### src/rtl/intdump_ctrl.sv
// Integrate-and-dump controller: sums N signed samples and presents the
// exact sum through a one-deep valid/ready output register.
module intdump_ctrl #(
   parameter int w  = 10,
   parameter int cw = 8,
   parameter int ow = w + cw
) (
   input  logic          clk,
   input  logic          rstn,
   input  logic          start,
   input  logic          stop,
   input  logic          cont,
   input  logic [cw-1:0] len,
   input  logic [w-1:0]  din,
   input  logic          din_vld,
   output logic [ow-1:0] dout,
   output logic          dout_vld,
   input  logic          dout_rdy,
   output logic          busy,
   output logic          ovr
);

   typedef enum logic {IDLE, ACC} state_t;

   state_t        state_q, state_d;
   logic [ow-1:0] acc_q, acc_d;
   logic [cw-1:0] cnt_q, cnt_d;
   logic [cw-1:0] n_q, n_d;
   logic          cont_q, cont_d;
   logic [ow-1:0] dout_q, dout_d;
   logic          vld_q, vld_d;
   logic          ovr_q, ovr_d;

   logic [ow-1:0] sum;
   logic          last;
   logic          load;

   assign sum  = acc_q + {{(ow-w){din[w-1]}}, din};
   assign last = (cnt_q == n_q - cw'(1));

   always_ff @(posedge clk or negedge rstn) begin
      if (!rstn) begin
         state_q <= IDLE;
         acc_q   <= '0;
         cnt_q   <= '0;
         n_q     <= '0;
         cont_q  <= 1'b0;
         dout_q  <= '0;
         vld_q   <= 1'b0;
         ovr_q   <= 1'b0;
      end else begin
         state_q <= state_d;
         acc_q   <= acc_d;
         cnt_q   <= cnt_d;
         n_q     <= n_d;
         cont_q  <= cont_d;
         dout_q  <= dout_d;
         vld_q   <= vld_d;
         ovr_q   <= ovr_d;
      end
   end

   always_comb begin
      state_d = state_q;
      acc_d   = acc_q;
      cnt_d   = cnt_q;
      n_d     = n_q;
      cont_d  = cont_q;
      dout_d  = dout_q;
      vld_d   = vld_q;
      ovr_d   = ovr_q;
      load    = 1'b0;

      unique case (state_q)
         IDLE: begin
            if (start && len != '0) begin
               n_d     = len;
               cont_d  = cont;
               acc_d   = '0;
               cnt_d   = '0;
               ovr_d   = 1'b0;
               state_d = ACC;
            end
         end
         ACC: begin
            // stop wins over a coincident sample, even the final one
            if (stop) begin
               acc_d   = '0;
               cnt_d   = '0;
               state_d = IDLE;
            end else if (din_vld) begin
               if (last) begin
                  load    = 1'b1;
                  acc_d   = '0;
                  cnt_d   = '0;
                  state_d = cont_q ? ACC : IDLE;
               end else begin
                  acc_d = sum;
                  cnt_d = cnt_q + cw'(1);
               end
            end
         end
         default: state_d = IDLE;
      endcase

      if (vld_q && dout_rdy) vld_d = 1'b0;
      if (load) begin
         dout_d = sum;
         vld_d  = 1'b1;
         if (vld_q && !dout_rdy) ovr_d = 1'b1;
      end
   end

   assign dout     = dout_q;
   assign dout_vld = vld_q;
   assign busy     = (state_q == ACC);
   assign ovr      = ovr_q;

endmodule

### config.mk
export PLATFORM = sky130hd
export DESIGN_NAME = intdump_ctrl
export DESIGN_NICKNAME = d
export VERILOG_FILES = /design/src/rtl/intdump_ctrl.sv
export SDC_FILE = /design/constraint.sdc
export NUM_CORES = 1
export LEC_CHECK = 0
export CAP_MARGIN = 20
export CORE_UTILIZATION = 40
export DETAILED_ROUTE_END_ITERATION = 8
export PLACE_DENSITY = 0.59
export SLEW_MARGIN = 15
export SYNTH_ARGS = -nofsm -noshare
export SYNTH_HDL_FRONTEND = slang
export SYNTH_SLANG_ARGS = --single-unit
### constraint.sdc
create_clock -name clk -period 4 [get_ports clk]
set_input_delay 0.8 -clock clk [delete_from_list [all_inputs] [get_ports clk]]
set_output_delay 0.8 -clock clk [all_outputs]
set_load 0.03 [all_outputs]
==> results_dict.tcl, run 1 <==
set metrics [dict create \
    synth-seq-cells 56 \
    drv_cap 0 \
    timing.rr.end "dout[6]$_DFFE_PN0P_" \
    p_comb_share_pct 38.8 \
    critPathMaxFanout 20 \
    p_leak_uw 0.00178 \
    h-tree-depth 2 \
    placed_cell_area_um2 3830 \
    grt_max_degree 39 \
    crit_required_ps 4200 \
    cp-start-kind "flop" \
    powerDensity_nw_per_um2 431 \
    clk_pin_slew_ps 100 \
    die_area_um2 8570 \
    synth-main-ff-cell "dfrtp_1" \
    clock_sinks 56 \
    syn_nets 349 \
    final.setup.worst_slack_ps 720 \
    cts_root_buf "clkbuf_8" \
    cts_resized 0 \
    period_share_pct 82.0 \
    switching_share_pct 36.5 \
    ys_seq_area_share_pct 42.7 \
    skew_ps 10.1 \
    p_int_uw 1070 \
    r2r_cells 8 \
    fin_crit_ps 3280 \
    arrival_ps 3480 \
    vias 2426 \
    slew_viol_final 0 \
    worstHoldPathCells 2 \
    port_buffers 45 \
    nNetsFinal 394 \
    peakVddDrop_v 0.000243 \
    grt_usage_pct 18.3 \
    grt_use_met3_pct 4.60 \
    min_path_type "flop to flop" \
    relSlewSlack_pct 39.6 \
    outcome "complete, no violations" \
    grtUsageMet2_pct 29.2 \
    detail_route.first_pass.iterations 6 \
    setup-violations-final 0 \
    cts_tree "done" \
    drc 0 \
    max_freq_mhz 305 \
    worst_pin_slew_ps 907 \
    clock_path_buffers 2 \
    finalWeightedCongestion 0.865 \
    numCtsBuffers 5 \
    synth_edf_count 0 \
    placementRows 32 \
    synthCells 304 \
    postSynth.asyncResetShare_pct 100 \
    syn_avg_cell_area_um2 10.8 \
    yosysUniqueCellTypes 46 \
    top_usage_layer "met2" \
    final_util_pct 50.0 \
    min_to "dout_vld$_DFFE_PN0P_" \
    switchingPower_uw 618 \
    start_util_pct 41.8 \
    r2r_slack_ps 720 \
    drt_wl_total_um 7040 \
    clock_power_share_pct 18.6 \
    min_from "dout_vld$_DFFE_PN0P_" \
    grt_pass1_wl_um 12400 \
    holdBufCountCts 0 \
    grt_pass1_vias 2539 \
    hold_viol 0 \
    grt_use_met1_pct 25.3 \
    die_y_um 92.6 \
    yosysWarnings 0 \
    postCtsSetupBuffers 0 \
    syn2layout_area_growth_pct 19.5 \
    drive_gt1_share_pct 11.7 \
    clock_latency_ps 310 \
    final_antenna_net_count 0 \
    ios 46 \
    seq_power_share_pct 42.5 \
    antenna_found_initial 0 \
    crit_path_end_kind "flop" \
    finalSetupTns_ps 0 \
    hpwl_um 4920 \
    drt_iter0_markers 124 \
    syn-cell-area_um2 3280 \
    worstSetupPathType "flop to flop" \
    rsz0062_at_grt "false" \
    post_drt_via_cell_ratio 5.37 \
    overflow 0 \
    fin_hold_ws_ps 504 \
    place_worst_setup_slack_ps 574 \
    worstReg2RegStart "n_q[0]$_DFFE_PN0P_" \
    routedWlPerCell_um 15.6 \
    dieWidth_um 92.6 \
    core-area_um2 7850 \
    antennaDiodeCount 0 \
    stdcell_area_um2 3920 \
]
metrics by stage:
stage / cells / power, µW
floorplan: 304 / 1190
global placement: 444 / 1380
detailed placement: 444 / 1390
CTS: 452 / 1720
global route: 452 / 1830
finish: 452 / 1690
state kept, by name, indices dropped and copies added, names as in the netlist:
name / flops
acc_q: 18
dout_vld: 1
cont_q: 1
busy: 1
ovr: 1
dout: 18
cnt_q: 8
n_q: 8
worst max path at each step:
stage,from,end,slack [ps],cells after the start
floorplan,n_q[0]$_DFFE_PN0P_,dout[0]$_DFFE_PN0P_,1040,9
global placement,din[0],dout[16]$_DFFE_PN0P_,600,9
detailed placement,din[0],dout[10]$_DFFE_PN0P_,570,9
CTS,n_q[0]$_DFFE_PN0P_,dout[6]$_DFFE_PN0P_,720,8
global route,n_q[0]$_DFFE_PN0P_,dout[6]$_DFFE_PN0P_,540,8
finish,n_q[0]$_DFFE_PN0P_,dout[6]$_DFFE_PN0P_,720,8
cell usage in the layout (no fill, tap or decap), types with 3 or more instances in the layout:
cell / netlist / final
dfrtp_1: 56 / 56
clkdlybuf4s50_1: 0 / 44
nand2_1: 22 / 22
a22o_1: 19 / 19
ha_1: 19 / 19
mux2_4: 18 / 18
o21ai_0: 16 / 16
xnor2_1: 16 / 16
a21oi_1: 16 / 16
nor2_1: 14 / 14
xor2_1: 14 / 14
inv_1: 9 / 9
nor3_1: 7 / 7
mux2_2: 7 / 7
nand3_1: 5 / 5
nand4_1: 5 / 5
clkbuf_8: 0 / 5
nor2b_1: 4 / 4
a31oi_1: 4 / 4
buf_4: 0 / 4
nor4_1: 3 / 3
nand2b_1: 3 / 3
o211ai_1: 3 / 3
o21bai_1: 3 / 3
layer usage:
| layer | wire length (µm) | vias to the layer above |
|---|---|---|
| met2 | 3250 | 40 |
| li1 | - | 1207 |
| met3 | 244 | 5 |
| met4 | 49 | 0 |
| met1 | 3500 | 1174 |
| met5 | 0 | - |
cells in the mapped netlist (3+ instances only):
master    count  area share [%]
dfrtp_1      56              43
nand2_1      22             2.5
a22o_1       19             5.1
ha_1         19             7.2
mux2_4       18             8.2
a21oi_1      16             2.4
o21ai_0      16             2.4
xnor2_1      16             4.3
nor2_1       14             1.6
xor2_1       14             3.7
inv_1         9             1.0
clkbuf_1      8            0.92
mux2_2        7             2.4
nor3_1        7             1.1
nand3_1       5            0.76
nand4_1       5            0.95
a31oi_1       4            0.76
nor2b_1       4            0.76
nand2b_1      3            0.57
nor4_1        3            0.57
o211ai_1      3            0.69
o21bai_1      3            0.69
power by group through the flow:
| stage | Combinational (µW) | Sequential [µW] | Clock, µW |
|---|---|---|---|
| 2_1_floorplan | 434 | 757 | 0 |
| 3_3_place_gp | 652 | 729 | 0 |
| 3_5_place_dp | 656 | 729 | 0 |
| 4_1_cts | 661 | 721 | 334 |
| 5_1_grt | 736 | 735 | 361 |
| 6_report | 657 | 720 | 315 |
layout make-up:
class | instances | area (µm²)
Fill cell | 752 | 3930
Tap cell | 102 | 128
Timing Repair Buffer | 49 | 475
Multi-Input combinational cell | 228 | 1800
Clock inverter | 2 | 16.3
Sequential cell | 56 | 1400
Inverter | 9 | 33.8
Clock buffer | 6 | 72.6
cells by family (layout without fill, tap and decap cells):
logic type	Yosys count	count (layout)	synth area share, %
fa+ha+maj	20	20	7.85
xor+xnor	30	30	8.01
flops	56	56	42.7
compound gates	77	77	16.3
simple gates	76	76	11.8
buf+inv	20	66	2.74
mux	25	25	10.6
worst max-delay path: stages, from the launching register on:
cell and delay (ps):
dfrtp_1 450, inv_1 100, ha_1 220, or3b_1 390, or4_1 500, a2111oi_2 360
o211ai_1 210, or3_4 560, mux2_4 360
Note: power is estimated with default switching activity, not from simulation.
==> run 2: changes to the inputs <==
--- a/config.mk
+++ b/config.mk
@@ -8,7 +8,7 @@
 export CAP_MARGIN = 20
 export CORE_UTILIZATION = 40
 export DETAILED_ROUTE_END_ITERATION = 8
-export PLACE_DENSITY = 0.59
+export PLACE_DENSITY = 0.62
 export SLEW_MARGIN = 15
 export SYNTH_ARGS = -nofsm -noshare
 export SYNTH_HDL_FRONTEND = slang
==> constraint.sdc (replaced) <==
create_clock -name clk -period 2.77 [get_ports clk]
set_input_delay 0.554 -clock clk [delete_from_list [all_inputs] [get_ports clk]]
set_output_delay 0.554 -clock clk [all_outputs]
set_load 0.03 [all_outputs]
==> run 2 against run 1 <==
  * Largest power group is now combinational logic
  * Worst setup slack lost 930 ps
  * Power grew 63%
  * First-iteration DRC count shrank 25%
  * Critical endpoint is now dout[11]$_DFFE_PN0P_
  * Design area grew 14%
  * Combinational power grew 92%
  * Wire length grew 18%
  * Die area is the same
  * The flow now finishes with violations (setup timing)
  * Clock power grew 54%
==> results_dict.tcl, run 2 (same netlist as run 1, synthesis figures left out) <==
set metrics [dict create \
    die_y_um 92.6 \
    holdBufCountCts 0 \
    drt_iter0_markers 93 \
    dieWidth_um 92.6 \
    failed_checks "setup timing" \
    p_leak_uw 0.00207 \
    r2r_slack_ps -210 \
    final_util_pct 57.0 \
    path_cells "inv_2, ha_4, or3b_4, or4_4, a2111oi_4, o211ai_1, or3_4, mux2_4" \
    nNetsFinal 448 \
    layout_commonest_cell "dfrtp_1" \
    core-area_um2 7850 \
    routedWlPerCell_um 16.4 \
    fin_crit_ps 2980 \
    skew_ps 15.1 \
    port_buffers 45 \
    setup-violations-final 45 \
    crit_start "n_q[1]$_DFFE_PN0P_" \
    cp_num_buf_inv 1 \
    drt_wl_total_um 8290 \
    drive_gt1_share_pct 26.0 \
    syn2layout_area_growth_pct 36.3 \
    powerDensity_nw_per_um2 617 \
    clock_sinks 56 \
    cp-start-kind "flop" \
    grt_max_degree 33 \
    hpwl_um 5640 \
    start_util_pct 41.8 \
    grt_usage_pct 20.5 \
    n_fill_cell 698 \
    clk_pin_slew_ps 110 \
    critical_path.slowest_cell "or3_4" \
    final.setup.worst_slack_ps -206 \
    critPathMaxFanout 5 \
    crit_path_end_kind "flop" \
    critPathMaxStageDelay_ps 550 \
    slew_viol_final 0 \
    drc 0 \
    numCtsBuffers 5 \
    post_drt_via_cell_ratio 5.43 \
    clock_latency_ps 320 \
    worstSetupPathType "flop to flop" \
    p_total_uw 2760 \
    relSlewSlack_pct 59.6 \
    outcome "finished with violations" \
    finalWeightedCongestion 0.882 \
    mostFrequentLayoutCells "56 x dfrtp_1, 49 x buf_4, 44 x clkdlybuf4s50_1" \
    grt_pass1_wl_um 13700 \
    overflow 0 \
    antennaDiodeCount 0 \
    period_share_pct 107 \
    detail_route.first_pass.iterations 4 \
    rsz0062_at_grt "true" \
    placementRows 32 \
    arrival_ps 3190 \
    clock_path_buffers 2 \
    grt_pass1_vias 2883 \
    finalSetupTns_ps -5520 \
    h-tree-depth 2 \
    cp_top_family "simple AND/OR/NAND/NOR gates" \
    ios 46 \
    hold_viol 0 \
    antenna_found_initial 0 \
    worst_pin_slew_ps 606 \
    worstReg2RegStart "n_q[1]$_DFFE_PN0P_" \
    fin_hold_ws_ps 226 \
    min_path_type "input port to async pin" \
    drv_cap 0 \
    final_antenna_net_count 0 \
    max_freq_mhz 336 \
    cts_tree "done" \
    crit_required_ps 2980 \
    die_area_um2 8570 \
    peakVddDrop_v 0.000276 \
    vias 2746 \
    cts_root_buf "clkbuf_8" \
]
[run 2: per-layer routing]
| layer | vias up | share of wire, % | global-route usage (%) |
|---|---|---|---|
| li1 | 1326 | - | - |
| met1 | 1363 | 46 | 26.1 |
| met2 | 49 | 50 | 36.0 |
| met3 | 8 | 3.0 | 3.12 |
| met4 | 0 | 1.0 | 5.47 |
| met5 | - | 0 | 0 |
[run 2: final cells by class]
type | instances | area [µm²] | share of cell area [%]
inverter | 9 | 33.8 | 0.755
sequential | 56 | 1400 | 31.3
clock buffer | 5 | 68.8 | 1.54
clock inverter | 3 | 26.3 | 0.587
tap | 102 | 128 | 2.85
timing repair buffer | 101 | 937 | 21.0
multi-input combinational | 230 | 1880 | 42.0
[run 2: where the power goes]
group | switching, µW | internal, µW
clock network | 297 | 187
logic | 618 | 638
registers | 84.3 | 936
[run 2: final timing paths]
| kind | to | depth (start not counted) |
|---|---|---|
| worst max-delay path | dout[11]$_DFFE_PN0P_ | 8 |
| worst min-delay path | dout[14]$_DFFE_PN0P_ | 1 |
| worst max register to register | dout[11]$_DFFE_PN0P_ | 8 |
| worst min register to register | acc_q[3]$_DFFE_PN0P_ | 1 |
| max in group asynchronous | n_q[3]$_DFFE_PN0P_ | 2 |
| min in group clk | acc_q[3]$_DFFE_PN0P_ | 1 |
[run 2: stage by stage]
stage,cells,setup WS [ps],cell area [µm²]
global placement,488,-309,4200
global route,506,-275,4470
finish,506,-206,4470
detailed placement,488,-340,4200
floorplan,304,-128,3290
CTS,503,-197,4440
[run 2: timing repair]
item,CTS,global route
endpoints found under the setup margin,21,47
setup buffers,3,2
cloned,4,1
gates resized for setup,10,9
pin swaps,4,2
